===== config.mk =====
export PLATFORM = sky130hd
export DESIGN_NAME = signal_sequencer
export DESIGN_NICKNAME = d
export VERILOG_FILES = /design/src/rtl/signal_sequencer.sv
export SDC_FILE = /design/constraint.sdc
export NUM_CORES = 1
export LEC_CHECK = 0
export ABC_CLOCK_PERIOD_IN_PS = 6050
export BUFFER_PORTS_ARGS = -buffer_cell sky130_fd_sc_hd__buf_2
export CORE_UTILIZATION = 54
export CTS_BUF_LIST = sky130_fd_sc_hd__clkbuf_8
export DETAILED_ROUTE_END_ITERATION = 8
export GPL_TIMING_DRIVEN = 0
export HOLD_SLACK_MARGIN = 0.02
export PLACE_DENSITY = 0.88
export SLEW_MARGIN = 20
export SYNTH_ARGS = -nofsm -noshare
export SYNTH_HDL_FRONTEND = slang
export SYNTH_SLANG_ARGS = --single-unit

===== constraint.sdc =====
create_clock -name clk -period 6.05 [get_ports clk]
set_input_delay 0.3025 -clock clk [delete_from_list [all_inputs] [get_ports clk]]
set_output_delay 0.3025 -clock clk [all_outputs]
set_load 0.005 [all_outputs]

===== src/rtl/signal_sequencer.sv =====
// signal_sequencer: four-road traffic light phase sequencer (GREEN -> YELLOW -> ALLRED -> next road)
//   in : clk, reset (async, active-high), tick (timebase pulse), hold (freezes timer),
//        TGn/TGe/TGs/TGw (requested green ticks per road)
//   out: current_road, next_road, light_n/e/s/w (00 red, 01 yellow, 10 green),
//        timer (ticks left in state), green_start (first cycle of each green)
module signal_sequencer #(
  parameter int TY   = 3,
  parameter int TR   = 1,
  parameter int TMIN = 5,
  parameter int TMAX = 60
) (
  input  logic       clk,
  input  logic       reset,
  input  logic       tick,
  input  logic       hold,
  input  logic [7:0] TGn,
  input  logic [7:0] TGe,
  input  logic [7:0] TGs,
  input  logic [7:0] TGw,
  output logic [1:0] current_road,
  output logic [1:0] next_road,
  output logic [1:0] light_n,
  output logic [1:0] light_e,
  output logic [1:0] light_s,
  output logic [1:0] light_w,
  output logic [7:0] timer,
  output logic       green_start
);
  typedef enum logic [1:0] {ALLRED, GREEN, YELLOW} state_t;
  localparam logic [7:0] TY8   = 8'(TY);
  localparam logic [7:0] TR8   = 8'(TR);
  localparam logic [7:0] TMIN8 = 8'(TMIN);
  localparam logic [7:0] TMAX8 = 8'(TMAX);
  localparam logic [7:0] TINIT = (TR > 0) ? TR8 : 8'd1;
  localparam bit HAS_ALLRED = (TR > 0);
  state_t     r_state, w_state;
  logic [1:0] r_road, w_road, r_next_road;
  logic [7:0] r_timer, w_timer, w_tg, w_tg_clamp;
  logic [7:0] r_lights, w_lights;
  logic       r_gs, w_gs, w_consume, w_last;
  assign w_consume  = tick & ~hold;
  assign w_last     = r_timer == 8'd1;
  // requested green of the road about to go green, sampled only on the entry edge
  assign w_tg       = (r_next_road == 2'd0) ? TGn : (r_next_road == 2'd1) ? TGe :
                      (r_next_road == 2'd2) ? TGs : TGw;
  assign w_tg_clamp = (w_tg < TMIN8) ? TMIN8 : (w_tg > TMAX8) ? TMAX8 : w_tg;
  always_comb begin
    w_state = r_state;
    w_timer = r_timer;
    w_road  = r_road;
    w_gs    = 1'b0;
    if (w_consume && !w_last) w_timer = r_timer - 8'd1;
    else if (w_consume) begin
      if (r_state == GREEN) begin
        w_state = YELLOW;
        w_timer = TY8;
      end else if (r_state == YELLOW && HAS_ALLRED) begin
        w_state = ALLRED;
        w_timer = TR8;
      end else begin
        w_state = GREEN;
        w_road  = r_next_road;
        w_timer = w_tg_clamp;
        w_gs    = 1'b1;
      end
    end
  end
  always_comb begin
    w_lights = 8'd0;
    for (int i = 0; i < 4; i++)
      if (w_road == 2'(i))
        w_lights[7-2*i -: 2] = (w_state == GREEN) ? 2'b10 : (w_state == YELLOW) ? 2'b01 : 2'b00;
  end
  always_ff @(posedge clk or posedge reset) begin
    if (reset) begin
      r_state     <= ALLRED;
      r_road      <= 2'd3;
      r_next_road <= 2'd0;
      r_timer     <= TINIT;
      r_lights    <= 8'd0;
      r_gs        <= 1'b0;
    end else begin
      r_state     <= w_state;
      r_road      <= w_road;
      r_next_road <= w_road + 2'd1;
      r_timer     <= w_timer;
      r_lights    <= w_lights;
      r_gs        <= w_gs;
    end
  end
  assign current_road = r_road;
  assign next_road    = r_next_road;
  assign light_n      = r_lights[7:6];
  assign light_e      = r_lights[5:4];
  assign light_s      = r_lights[3:2];
  assign light_w      = r_lights[1:0];
  assign timer        = r_timer;
  assign green_start  = r_gs;
endmodule


==> results.json, run 1 <==
{
  "wl_mm": 3.53,
  "port_buffers": 56,
  "grt_pass1_wl_mm": 5.71,
  "cp.required_ps": 6210,
  "path_clk_slew_ps": 80,
  "die_width_um": 53.9,
  "critPathMaxFanout": 8,
  "pre_cts_ws_ps": 3270,
  "ys_ff_latch": 23,
  "timing.final.crit_share_pct": 45.9,
  "wl_per_cell_um": 16.0,
  "rows": 18,
  "status": "complete, no violations",
  "rsz0062_at_grt": "false",
  "skew_ps": 2.97,
  "initial_core_util_pct": 57.7,
  "hpwl_mm": 2.78,
  "ys_types": 44,
  "io_pins": 57,
  "floorplan.die_area_um2": 2910,
  "clk_latency_ps": 270,
  "cts.sinks": 23,
  "async_flop_share_pct": 100,
  "antenna_found_initial": 0,
  "finish.net_count": 235,
  "cts_resized": 0,
  "synthCells": 130,
  "fp.dieH_um": 53.9,
  "maxCapViolCount": 0,
  "grt_usage_pct": 27.8,
  "synth_fp_nets": 174,
  "crit_path_end_kind": "flop",
  "leakage_nw": 0.909,
  "finalSetupTns_ps": 0,
  "slew_headroom_pct": 41.7,
  "finalSetupViolations": 0,
  "crit_chain": "ha_1 -> nor4b_4 -> nand3_2 -> or3_4 -> mux2i_1 -> inv_1 -> ha_1 -> and2_1",
  "fin_util_pct": 72.1,
  "reg2reg_depth": 8,
  "grt_max_degree": 24,
  "vias": 1244,
  "final.fill_count": 181,
  "path_common_cell": "ha_1",
  "synthFlopType": "dfrtp_1",
  "cts_tree": "yes",
  "worst_hold_slack_ps": 207,
  "multi_input_area_um2": 810,
  "hold_buffers": 0,
  "worstPathArrival_ps": 2940,
  "seq_area_um2": 579,
  "vias_per_cell": 5.65,
  "syn_to_final_growth_pct": 25.0,
  "dr.pass1.iters": 4,
  "timing.fmax_mhz": 360,
  "route.detailed.drc": 0,
  "path_class": "flop to flop",
  "post-cts-setup-buffer-count": 0,
  "globalplace.congestion": 0.839,
  "ys_seq_area_share_pct": 39.8,
  "synthesis.area_um2": 1460,
  "ir_drop_mv": 0.212,
  "antenna_cells": 0,
  "dp_cells": 216,
  "drt_iter0_markers": 33,
  "synthTopCellsByArea": "dfrtp_1 34%, mux4_2 11%, ha_1 6.9%, dfstp_2 5.4%, and2_1 4.3%",
  "numCtsBuffers": 3,
  "core_um2": 2520,
  "yosys_warnings": 0,
  "grt_pass1_vias": 1329,
  "crit_path_start_kind": "flop",
  "cts_max_path_buffers": 2,
  "ant_nets": 0,
  "drive_gt1_share_pct": 46.3,
  "synth_enable_flop_cells": 0,
  "hold_path_class": "input port to async pin",
  "synth_top_area_cell": "dfrtp_1",
  "setup_ws_ps": 3270,
  "finalHoldViolations": 0,
  "crit_path_max_incr_delay_ps": 600,
  "synth_top_area_share_pct": 34.4,
  "fin_cells": 220,
  "cp_slowest_cell": "dfstp_2",
  "power_density_nw_per_um2": 263,
  "gr-total-overflow": 0,
  "period_needed_ps": 2780,
  "htreeDepth": 1,
  "post_synth.cell_area_avg_um2": 11.2,
  "root_buffer": "clkbuf_8",
  "tightestPinTransition_ps": 873,
  "maxSlewViolCount": 0
}
==> layer usage <==
metal | GRT usage, % | share of wire, % | up-vias
li1 | - | - | 590
met1 | 30.0 | 39 | 596
met2 | 53.1 | 54 | 49
met3 | 5.93 | 5.2 | 9
met4 | 8.77 | 1.3 | 0
met5 | 0 | 0 | -
==> cell families (layout without fill, tap and decap cells) <==
| logic type | count (synthesis) | after routing | share of synthesized area [%] |
|---|---|---|---|
| compound gates | 24 | 24 | 13.7 |
| xor+xnor | 1 | 1 | 0.602 |
| fa+ha+maj | 8 | 8 | 6.88 |
| buf+inv | 14 | 74 | 4.56 |
| flops | 23 | 23 | 39.8 |
| mux | 12 | 12 | 14.4 |
| simple gates | 48 | 48 | 20.0 |
==> synth_stat cells (2+ instances only) <==
| master | n |
|---|---|
| buf_2 | 2 |
| o21ai_1 | 2 |
| inv_1 | 10 |
| nand3b_1 | 2 |
| mux2_2 | 2 |
| dfrtp_1 | 20 |
| nand3_1 | 5 |
| a21oi_1 | 3 |
| o21ai_0 | 4 |
| nor3b_1 | 2 |
| a31oi_1 | 2 |
| ha_1 | 8 |
| nand2_1 | 6 |
| nor2_1 | 9 |
| dfstp_2 | 3 |
| mux2i_1 | 3 |
| and2_1 | 10 |
| a21o_2 | 2 |
| o31ai_1 | 2 |
| nor3_1 | 3 |
| mux4_2 | 7 |
==> worst paths after layout <==
path / from / endpoint / slack (ps)
max: timer[0] / r_lights[5] / 3270
min: reset / r_lights[6] / 210
max reg2reg: timer[0] / r_lights[5] / 3270
min reg2reg: r_state[0] / r_state[0] / 590
max in group asynchronous: reset / next_road[0] / 5310
min in group clk: hold / r_state[0] / 450
==> flip-flops by register name, indices dropped and copies added, names as in the netlist <==
name	cells
next_road	2
r_state	2
timer	8
green_start	1
current_road	2
r_lights	8
==> metrics by stage <==
| step | area (um2) | total power, W |
|---|---|---|
| 2_1_floorplan | 1460 | 0.000322 |
| 3_3_place_gp | 1770 | 0.000374 |
| 3_5_place_dp | 1770 | 0.000384 |
| 4_1_cts | 1820 | 0.000481 |
| 5_1_grt | 1820 | 0.000509 |
| 6_report | 1820 | 0.000478 |
==> critical path: cells and delay by family, from the launching register on <==
kind / cells / cell delay, ps
AND/OR/NAND/NOR: 4 / 1160
multiplexers: 1 / 360
adder cells (fa/ha/maj): 2 / 410
buffers and inverters: 1 / 160
flip-flops: 1 / 600
==> cell type report <==
class | count | area share [%]
multi-input combinational | 93 | 44.5
sequential | 23 | 31.8
timing repair buffer | 56 | 15.4
clock buffer | 3 | 2.27
inverter | 10 | 2.06
tap | 30 | 2.06
buffer | 4 | 1.58
clock inverter | 1 | 0.275
==> report_power, final <==
part / switching, W / total [W] / internal (W)
Sequential: 0.0000398 / 0.000222 / 0.000183
Clock: 0.0000504 / 0.0000964 / 0.0000460
Combinational: 0.0000770 / 0.000160 / 0.0000827
==> placed cells by master (no fill, tap or decap), drive strengths merged <==
cell     netlist  routed
a2111oi        2       2
a21boi         1       1
a21o           2       2
a21oi          3       3
a31oi          2       2
a41oi          1       1
and2          10      10
and3           2       2
buf            4      60
clkbuf         0       3
clkinv         0       1
dfrtp         20      20
dfstp          3       3
ha             8       8
inv           10      10
mux2           2       2
mux2i          3       3
mux4           7       7
nand2          6       6
nand2b         1       1
nand3          6       6
nand3b         2       2
nor2           9       9
nor2b          1       1
nor3           4       4
nor3b          2       2
nor4b          1       1
o211ai         1       1
o21a           1       1
o21ai          6       6
o22a           1       1
o22ai          1       1
o31ai          2       2
o41ai          1       1
or2b           1       1
or3            3       3
xor2           1       1
Power figures use the tool's default switching activity.
==> run 2, diff against run 1 <==
- ABC_CLOCK_PERIOD_IN_PS: 6050 -> 2350
- CORE_UTILIZATION: 54 -> 45
- PLACE_DENSITY: 0.88 -> 0.79
- clock period: 6.05 -> 2.35 ns (I/O delays scaled with it)
==> run 2 against run 1 <==
- hold slack worse by 180 ps
- non-clock buffer count grew 5
- critical path depth did not move
- clock power increased to 2.6 times the previous value
- sequential share of layout area is 1.3 points lower
- first-iteration DRC count decreased by 6.1%
- largest cell class unchanged
- sequential power rose to 2.5 times the previous value
- clock skew about the same
- register-to-register slack lost 3200 ps
- die area rose by 19%
- critical endpoint unchanged
- critical path type unchanged
==> results.json, run 2 (same netlist as run 1, synthesis figures left out) <==
{
  "status": "complete, no violations",
  "initial_core_util_pct": 47.7,
  "syn_to_final_growth_pct": 30.5,
  "final.fill_count": 270,
  "wl_per_cell_um": 14.6,
  "rows": 20,
  "dr.pass1.iters": 5,
  "root_buffer": "clkbuf_8",
  "io_pins": 57,
  "grt_pass1_vias": 1332,
  "maxSlewViolCount": 0,
  "crit_chain": "ha_1 -> nor4b_4 -> nand3_2 -> or3_4 -> mux2i_4 -> inv_1 -> ha_1 -> and2_1",
  "power.share.clock_pct": 19.6,
  "crit_family": "simple AND/OR/NAND/NOR gates",
  "cp_slowest_cell": "dfstp_2",
  "period_needed_ps": 2250,
  "antenna_found_initial": 0,
  "hold_buffers": 0,
  "pre_cts_ws_ps": -362,
  "critPathMaxFanout": 3,
  "p_seq_share_pct": 45.0,
  "cts_max_path_buffers": 2,
  "drive_gt1_share_pct": 48.7,
  "timing.fmax_mhz": 444,
  "tightestPinTransition_ps": 873,
  "clk_latency_ps": 260,
  "multi_input_area_um2": 835,
  "crit_path_end_kind": "flop",
  "cts_tree": "yes",
  "timing.final.crit_share_pct": 95.8,
  "htreeDepth": 1,
  "grt_pass1_wl_mm": 5.90,
  "port_buffers": 56,
  "route.detailed.drc": 0,
  "grt_max_degree": 24,
  "worstPathArrival_ps": 2410,
  "wl_mm": 3.50,
  "finalSetupViolations": 0,
  "p_int_w": 0.000823,
  "final_common_cell": "buf_2",
  "leakage_nw": 0.924,
  "path_common_cell": "ha_1",
  "crit_path_start_kind": "flop",
  "gr-total-overflow": 0,
  "vias": 1270,
  "finalSetupTns_ps": 0,
  "ant_nets": 0,
  "hold_path_class": "input port to async pin",
  "power_density_nw_per_um2": 660,
  "drt_iter0_markers": 31,
  "die_width_um": 58.9,
  "grt_usage_pct": 22.7,
  "numCtsBuffers": 3,
  "cts.sinks": 23,
  "ir_drop_mv": 0.358,
  "globalplace.congestion": 0.802,
  "floorplan.die_area_um2": 3470,
  "core_um2": 3050,
  "maxCapViolCount": 0,
  "hpwl_mm": 2.71,
  "path_class": "flop to flop",
  "p_comb_share_pct": 35.4,
  "p_sw_share_pct": 34.4,
  "cp.required_ps": 2510,
  "critPathBufInv": 1,
  "p_sw_w": 0.000432,
  "final_cell_mix": "58 x buf_2, 20 x dfrtp_1, 10 x inv_1, 10 x and2_1, 9 x nor2_1",
  "rsz0062_at_grt": "true",
  "setup_ws_ps": 99.1,
  "skew_ps": 2.91,
  "fp.dieH_um": 58.9,
  "seq_area_um2": 579,
  "crit_path_max_incr_delay_ps": 540,
  "antenna_cells": 0,
  "finalHoldViolations": 0,
  "finish.net_count": 240,
  "path_clk_slew_ps": 80,
  "slew_headroom_pct": 41.7,
  "vias_per_cell": 5.31
}
==> run 2: cell types whose count changed in the layout (fill, tap and decap cells not counted), sizes merged <==
cell  before  now
buf       60   65
==> run 2: power by group through the flow <==
stage	Combinational, W	Sequential [W]	Clock, W
after global routing	0.000503	0.000576	0.000264
after floorplan	0.000261	0.000568	0
after global placement	0.000396	0.000574	0
after CTS	0.000438	0.000566	0.000251
after detailed placement	0.000413	0.000581	0
final	0.000444	0.000564	0.000246
==> run 2: area by class of cell <==
type,count,area share (%)
flip-flops and latches,23,30.5
clock buffers,3,2.17
well taps,44,2.90
repair buffers,61,16.7
inverters,10,1.98
clock inverters,1,0.264
plain buffers,4,1.52
multi-input cells,93,43.9
==> run 2: repair_timing <==
action	4_1_cts	5_1_grt
setup buffers	4	1
pin swaps	1	1
resized for setup	3	0
cloned	0	0
endpoints found under the setup margin	9	9
==> run 2: worst register-to-register path: cells and delay by family (launching register included) <==
kind | cells | cell delay, ps
multiplexers | 1 | 210
flip-flops | 1 | 540
adder cells (fa/ha/maj) | 2 | 360
buffers and inverters | 1 | 100
AND/OR/NAND/NOR | 4 | 920
==> run 2: per-layer routing <==
metal  track usage, %  part of all wire [%]
met1             27.9                    40
met2             40.1                    52
met3             4.18                   5.1
met4             7.14                   2.5
met5                0                     0
==> run 2: path summary, 6_finish.rpt <==
check | from | end | slack [ps] | cells after the start
max | timer[0] | r_lights[5] | 100 | 8
min | reset | r_lights[0] | 20 | 2
max reg2reg | timer[0] | r_lights[5] | 100 | 8
min reg2reg | r_state[0] | r_state[0] | 560 | 1
max in group asynchronous | reset | timer[2] | 1790 | 2
min in group clk | hold | r_state[0] | 380 | 5
==> run 2: through the flow <==
| stage | cells | total power [W] | utilization, % | hold slack [ps] | instance area (um2) |
|---|---|---|---|---|---|
| 2_1_floorplan | 130 | 0.000829 | - | 117 | 1460 |
| 6_report | 239 | 0.00125 | 62.2 | 24.6 | 1900 |
| 3_5_place_dp | 230 | 0.000994 | 58.8 | 350 | 1790 |
| 5_1_grt | 239 | 0.00134 | 62.2 | 89.6 | 1900 |
| 3_3_place_gp | 230 | 0.000970 | 58.8 | 323 | 1790 |
| 4_1_cts | 238 | 0.00126 | 62.0 | 58.4 | 1890 |
==> run 3, diff against run 2 <==
- CORE_MARGIN: unset -> 4
- CTS_BUF_LIST: sky130_fd_sc_hd__clkbuf_8 -> sky130_fd_sc_hd__clkbuf_4 sky130_fd_sc_hd__clkbuf_8
- SLEW_MARGIN: 20 -> 25
==> run 3 against run 2 <==
- hold slack gained 280 ps
- via count shrank 1.6%
- core utilization grew 1.3 points
- sequential share of layout area shrank 0.88 points
- critical path depth is the same
- sequential power grew 0.9%
- register-to-register slack lost 70 ps
- clock-buffer cell count is the same
- setup slack lost 73 ps
==> results.json, run 3 (same netlist as run 1, synthesis figures left out) <==
{
  "status": "complete, no violations",
  "place_area_um2": 1790,
  "finalSetupViolations": 0,
  "globalplace.congestion": 0.884,
  "maxSlewViolCount": 0,
  "syn_to_final_growth_pct": 34.4,
  "cts_max_path_buffers": 2,
  "drt_iter0_markers": 55,
  "grt_pass1_wl_mm": 5.89,
  "cp-startpoint": "timer[0]",
  "crit_chain": "ha_4 -> nor4b_4 -> nand3_2 -> or3_4 -> mux2i_4 -> inv_2 -> ha_4 -> and2_1",
  "final_common_cell": "buf_2",
  "hold_path_class": "input port to flop",
  "die_width_um": 64.9,
  "skew_ps": 1.71,
  "timing.fmax_mhz": 430,
  "grt_max_degree": 24,
  "route.detailed.drc": 0,
  "numCtsBuffers": 3,
  "timing.final.crit_share_pct": 98.9,
  "htreeDepth": 1,
  "worstPathArrival_ps": 2530,
  "cp_slowest_cell": "dfstp_2",
  "dp_cells": 230,
  "rows": 20,
  "fin_util_pct": 63.5,
  "fp.dieH_um": 64.9,
  "path_class": "flop to flop",
  "ir_drop_mv": 0.429,
  "port_buffers": 56,
  "slew_headroom_pct": 40.7,
  "power_density_nw_per_um2": 618,
  "r2r_start": "timer[0]",
  "critPathMaxFanout": 4,
  "period_needed_ps": 2320,
  "pre_cts_ws_ps": -360,
  "antenna_cells": 0,
  "path_common_cell": "ha_4",
  "leakage_nw": 0.926,
  "wl_mm": 3.67,
  "grt_usage_pct": 17.9,
  "root_buffer": "clkbuf_4",
  "path_clk_slew_ps": 120,
  "ant_nets": 0,
  "clk_latency_ps": 300,
  "grt_pass1_vias": 1283,
  "finalHoldViolations": 0,
  "final_cell_area_um2": 1960,
  "vias": 1250,
  "cts.sinks": 23,
  "rsz0062_at_grt": "true",
  "core_um2": 3080,
  "vias_per_cell": 5.14,
  "wl_per_cell_um": 15.1,
  "hold_depth": 5,
  "drive_gt1_share_pct": 53.3,
  "floorplan.die_area_um2": 4210,
  "worst_hold_path.endpoint": "timer[3]",
  "initial_core_util_pct": 47.3,
  "tightestPinTransition_ps": 888,
  "setup_ws_ps": 26.2,
  "maxCapViolCount": 0,
  "reg2reg_depth": 8,
  "dr.pass1.iters": 4,
  "fin_cells": 243,
  "crit_path_start_kind": "flop",
  "finish.net_count": 244,
  "crit_path_end_kind": "flop",
  "final_cell_mix": "58 x buf_2, 20 x dfrtp_1, 9 x buf_4, 9 x nor2_1, 9 x and2_1",
  "hpwl_mm": 2.83,
  "cts_tree": "yes",
  "r2r-end": "r_lights[1]",
  "crit_path_max_incr_delay_ps": 590,
  "gr-total-overflow": 0,
  "io_pins": 57,
  "r2r_setup_slack_ps": 30,
  "antenna_found_initial": 0,
  "holdCritStartpoint": "hold",
  "cp.required_ps": 2560
}
## run 3: cell types whose count changed in the layout (fill, tap and decap cells not counted), moves of 3 or more
cell	delta
ha_1	-4
buf_4	+3
clkbuf_4	+3
clkbuf_8	-3
ha_4	+3
inv_1	-3
inv_2	+3
## run 3: layout make-up
| class | count | area, um2 |
|---|---|---|
| clock inverters | 1 | 5.00 |
| clock buffers | 3 | 22.5 |
| well taps | 44 | 55.1 |
| plain buffers | 4 | 28.8 |
| fillers | 264 | 1120 |
| flip-flops and latches | 23 | 579 |
| repair buffers | 65 | 350 |
| inverters | 10 | 37.5 |
| multi-input cells | 93 | 877 |
## run 3: worst max path at each step
stage               cells after the start  slack (ps)           to
floorplan                               8         0.8  r_lights[1]
global placement                        8        -260  r_lights[4]
detailed placement                      8        -360  r_lights[2]
CTS                                     8          20  r_lights[4]
global route                            8         -40  r_lights[5]
finish                                  8          30  r_lights[1]
## run 3: through the flow
stage,setup TNS (ps),hold slack (ps),total power (W)
6_report,0,303,0.00121
5_1_grt,-179,318,0.00130
4_1_cts,0,210,0.00120
3_5_place_dp,-2510,343,0.000993
3_3_place_gp,-1640,325,0.000969
2_1_floorplan,0,117,0.000829
## run 3: worst max-delay path, delay by kind of cell (launching register included)
kind | cells | cell delay [ps]
buffers and inverters | 1 | 110
and+or+nand+nor | 4 | 990
DFF | 1 | 590
muxes | 1 | 240
adders and majority gates | 2 | 300
## run 3: repair_timing
action,in CTS,in global routing
hold buffers,1,0
hold endpoints to repair,20,0
setup endpoints to repair,9,6
buffers inserted,2,6
pin swaps,0,3
gates resized for setup,3,11
## run 3: report_power, final
part           internal, W  total [W]  switching (W)
Combinational     0.000241   0.000462       0.000221
Clock            0.0000634   0.000178       0.000114
Sequential        0.000470   0.000569      0.0000993
Total             0.000775    0.00121       0.000434
## run 3: routing by layer
metal	GRT usage, %	routed length (um)	part of all wire (%)	vias to the layer above
li1	-	-	-	607
met1	22.2	1540	42	615
met2	33.3	1980	54	28
met3	2.77	149	4.1	0
met4	2.37	0	0	0
met5	0	0	0	-
